[src/rtl/oam_dma_ctrl.sv]
// Sprite OAM DMA engine: snoops the CPU trigger write, stalls the core and copies a 256-byte page to the sprite port.
// Optional feature macro: OAM_DMA_DONE_PULSE_EN adds a one-ce-cycle dma_done pulse when the core resumes.
`timescale 1ns/1ps
module oam_dma_ctrl #(
    parameter logic [15:0] REG_ADDR   = 16'h4014,
    parameter logic [15:0] WRITE_ADDR = 16'h2004
) (
    input  logic        clk,
    input  logic        reset_n,
    input  logic        ce,
    input  logic [15:0] cpu_aout,
    input  logic [7:0]  cpu_dout,
    input  logic        cpu_mr,
    input  logic        cpu_mw,
    input  logic [7:0]  din,
    output logic        cpu_ce,
    output logic [15:0] bus_aout,
    output logic [7:0]  bus_dout,
    output logic        bus_mr,
    output logic        bus_mw,
`ifdef OAM_DMA_DONE_PULSE_EN
    output logic        dma_done,
`endif
    output logic        dma_active
);

    typedef enum logic [2:0] {
        ST_IDLE  = 3'd0,
        ST_PEND  = 3'd1,
        ST_HALT  = 3'd2,
        ST_ALIGN = 3'd3,
        ST_RD    = 3'd4,
        ST_WR    = 3'd5
    } state_t;

    state_t      state_q, state_d;
    logic [7:0]  page_q, page_d;
    logic [7:0]  idx_q, idx_d;
    logic [7:0]  data_q, data_d;
    logic        parity_q;
    logic        trig_s;
    logic        last_s;

    assign trig_s = cpu_mw && (cpu_aout == REG_ADDR);
    assign last_s = (state_q == ST_WR) && (idx_q == 8'hFF);

    // Next-state logic and bus mux; the PEND stall cycle behaves as HALT while the core is parked on a read.
    always_comb begin
        state_d    = state_q;
        page_d     = page_q;
        idx_d      = idx_q;
        data_d     = data_q;
        cpu_ce     = ce;
        bus_aout   = cpu_aout;
        bus_dout   = cpu_dout;
        bus_mr     = cpu_mr;
        bus_mw     = cpu_mw;
        dma_active = 1'b0;
        case (state_q)
            ST_IDLE: begin
                if (trig_s) begin
                    page_d  = cpu_dout;
                    idx_d   = 8'd0;
                    state_d = ST_PEND;
                end else begin
                    state_d = ST_IDLE;
                end
            end
            ST_PEND: begin
                if (cpu_mw) begin
                    if (trig_s) begin
                        page_d = cpu_dout;
                    end else begin
                        page_d = page_q;
                    end
                end else begin
                    cpu_ce     = 1'b0;
                    dma_active = 1'b1;
                    bus_mr     = 1'b1;
                    bus_mw     = 1'b0;
                    // Reads must land on even parity, so an odd stall goes straight to RD.
                    state_d    = parity_q ? ST_RD : ST_ALIGN;
                end
            end
            ST_HALT, ST_ALIGN: begin
                cpu_ce     = 1'b0;
                dma_active = 1'b1;
                bus_mr     = 1'b1;
                bus_mw     = 1'b0;
                state_d    = ST_RD;
            end
            ST_RD: begin
                cpu_ce     = 1'b0;
                dma_active = 1'b1;
                bus_aout   = {page_q, idx_q};
                bus_dout   = data_q;
                bus_mr     = 1'b1;
                bus_mw     = 1'b0;
                data_d     = din;
                state_d    = ST_WR;
            end
            ST_WR: begin
                cpu_ce     = 1'b0;
                dma_active = 1'b1;
                bus_aout   = WRITE_ADDR;
                bus_dout   = data_q;
                bus_mr     = 1'b0;
                bus_mw     = 1'b1;
                idx_d      = idx_q + 8'd1;
                state_d    = last_s ? ST_IDLE : ST_RD;
            end
            default: begin
                state_d = ST_IDLE;
            end
        endcase
    end

    // State and datapath registers advance only on enabled cycles.
    always_ff @(posedge clk or negedge reset_n) begin
        if (!reset_n) begin
            state_q  <= ST_IDLE;
            page_q   <= 8'd0;
            idx_q    <= 8'd0;
            data_q   <= 8'd0;
            parity_q <= 1'b0;
        end else if (ce) begin
            state_q  <= state_d;
            page_q   <= page_d;
            idx_q    <= idx_d;
            data_q   <= data_d;
            parity_q <= ~parity_q;
        end
    end

`ifdef OAM_DMA_DONE_PULSE_EN
    logic done_q;

    // Done pulse set by the final write and cleared by the next enabled cycle.
    always_ff @(posedge clk or negedge reset_n) begin
        if (!reset_n) begin
            done_q <= 1'b0;
        end else if (ce) begin
            done_q <= last_s;
        end
    end

    assign dma_done = done_q;
`endif

endmodule

[config.mk]
export PLATFORM = sky130hd
export DESIGN_NAME = oam_dma_ctrl
export DESIGN_NICKNAME = d
export VERILOG_FILES = /design/src/rtl/oam_dma_ctrl.sv
export SDC_FILE = /design/constraint.sdc
export NUM_CORES = 1
export LEC_CHECK = 0
export CAP_MARGIN = 30
export CORE_MARGIN = 3
export CORE_UTILIZATION = 43
export CTS_CLUSTER_DIAMETER = 40
export DETAILED_ROUTE_END_ITERATION = 10
export PLACE_DENSITY_LB_ADDON = 0.3
export SETUP_SLACK_MARGIN = 0.15
export SYNTH_ARGS = -nofsm -noshare
export SYNTH_HDL_FRONTEND = slang
export SYNTH_SLANG_ARGS = --single-unit
[constraint.sdc]
create_clock -name clk -period 3.92 [get_ports clk]
set_clock_uncertainty 0.1 [all_clocks]
set_input_delay 0.588 -clock clk [delete_from_list [all_inputs] [get_ports clk]]
set_output_delay 0.588 -clock clk [all_outputs]
set_load 0.005 [all_outputs]
==> results.cfg <==
[hold_path]
hp-class = register to register
min-delay-start = data_q[4]
worstHoldPathCells = 1

[critical_path]
criticalPathCategory = register to output pin
required_ps = 3230
timing.rr.start = state_q[0]
crit_path_start = state_q[2]
start_kind = register
cp-end-kind = output pin
cp.arrival_ps = 2530
rr_worst_depth = 3
worstPathMaxFanout = 17

[floorplanning]
fp.dieW_microns = 70.6
dieArea_sq_um = 4980
core-area_sq_um = 3830
rows = 22
pin_count = 65
start_util = 0.468
dieHeight_microns = 70.6

[cells_and_area]
area_delta_synth_final_pct = 39.4
num_antenna_cells = 0
nets = 297
drive_gt1_frac = 0.142
utilization = 0.653

[detailed_routing]
num_vias = 1622
drcViolationCount = 0
drt-initial-drc-count = 132
ant_nets = 0
routed_wl_microns = 4740
first_pass_iters = 4
post_drt_wl_per_cell_microns = 15.7
avgViaCountPerCell = 5.37

[run_status]
status = completed

[synthesis]
synth_most_common_cell = dfrtp_1
synth_common_cells = dfrtp_1 (28), nand2_1 (26), mux2_2 (25)
yosysWarnings = 0
synth_top_family_by_area = simple AND/OR/NAND/NOR gates
async_flop_share = 1.00
yosysTopAreaCell = dfrtp_1
ys_top_cells_by_area = dfrtp_1 (39%), mux2_2 (16%), o21ai_0 (6.7%)
synth_seq_area_share = 0.391
ys.flop_type = dfrtp_1
synth-compound-area-share = 0.121
synth_edf_count = 0
synth_cells = 194
synth_nets = 235
synthSimpleGateAreaFrac = 0.198
synth-seq-cells = 28
syn_area_sq_um = 1790
yosysUniqueCellTypes = 39
syn_area_per_cell_sq_um = 9.24
synth_top_area_frac = 0.391
synth_xor_xnor_area_share = 0.0244
synth_adder_area_share = 0.0279
synthMuxAreaShare = 0.163

[sta]
max_slew_margin = 0.465
hold_viol = 0
tightestPinTransition_ps = 798
fin_crit_ps = 3220
drv_slew = 0
setup_viol = 0
tns_ps = 0
fin_crit_sh = 0.822
fmax_mhz = 311
rsz0062_at_grt = false

[place]
dpl.hpwl_microns = 3580
gp_congestion = 0.794
portBuffers = 64

[power_and_ir_drop]
power_density_nw_per_um2 = 454
totalPowerFinal_w = 0.00113
leakage_nw = 1.06
peakVddDrop_mv = 0.264

[clocking]
cts.clk_slew.worst_paths_ps = 100
clkSinkCount = 28
clockRootBuffer = clkbuf_8
cts_tree = built
cts_buffers = 3
h-tree-depth = 1
ctsHoldBuffers = 0
clock_latency_ps = 270
ctsResizeCount = 0
clockBufferDepth = 2
postCtsSetupBuffers = 0

[global_route]
grt_use_total = 0.197
grt.overflow.total = 0
antenna_found_initial = 0
grt_max_degree = 29
grt_pass1_vias = 1623
grt_pass1_wl_microns = 7980

[job]
maxCapViolCount = 0
-- placed cells by master, fill, tap and decap left out, types with 4 or more instances in the layout --
cell type / n
nand2_1: 26
a21oi_1: 5
ha_1: 4
inv_1: 20
nor3_1: 4
nand3_1: 4
dfrtp_1: 28
mux2_2: 25
nor2_1: 5
clkdlybuf4s50_1: 64
o21ai_0: 24
-- logic make-up (layout without fill, tap and decap cells) --
kind of cell / count (synthesis) / after routing
muxes: 26 / 26
buffers and inverters: 30 / 90
DFF: 28 / 28
and+or+nand+nor: 63 / 63
adders and majority gates: 4 / 4
AOI/OAI and AO/OA: 38 / 38
xor gates and xnor gates: 5 / 5
-- flip-flops by register name, indices dropped and copies added, names as in the netlist --
signal and count:
data_q 8, idx_q 8, page_q 8, state_q 3, parity_q 1
-- path summary, 6_finish.rpt --
path | to | slack (ps)
max | bus_aout[1] | 700
min | data_q[4] | 410
max reg2reg | data_q[0] | 1770
min reg2reg | data_q[4] | 410
max in group asynchronous | page_q[7] | 2860
min in group asynchronous | parity_q | 590
-- power breakdown --
| part | total, W | leakage [nW] | switching (W) | internal (W) |
|---|---|---|---|---|
| sequential | 0.000439 | 0.364 | 0.0000783 | 0.000360 |
| combinational | 0.000537 | 0.676 | 0.000217 | 0.000320 |
| clock | 0.000158 | 0.0216 | 0.0000895 | 0.0000690 |
-- through the flow --
| step | hold slack (ps) | setup slack (ps) | instance area (sq um) | cells |
|---|---|---|---|---|
| floorplan | 192 | 1490 | 1790 | 194 |
| global placement | 385 | 897 | 2460 | 299 |
| detailed placement | 391 | 866 | 2460 | 299 |
| CTS | 413 | 700 | 2500 | 302 |
| global route | 429 | 520 | 2500 | 302 |
| finish | 408 | 700 | 2500 | 302 |
-- cell type report --
class | instances | area, sq um
Timing Repair Buffer | 67 | 663
Tap cell | 48 | 60.1
Clock buffer | 3 | 41.3
Fill cell | 324 | 1330
Sequential cell | 28 | 701
Multi-Input combinational cell | 136 | 957
Inverter | 20 | 75.1
-- critical path, stage by stage (launching register included) --
cell and delay [ps]:
dfrtp_1 330, buf_4 200, nor2b_1 360, and3b_1 560, nand2_1 120, o21ai_0 120
clkdlybuf4s50_1 560
-- metal layers --
layer	track usage	vias up	wire, microns
met5	0	-	0
met4	0.0418	0	42
met3	0.0526	4	318
met2	0.324	53	2330
met1	0.262	764	2050
li1	-	801	-
Power figures use the tool's default switching activity.
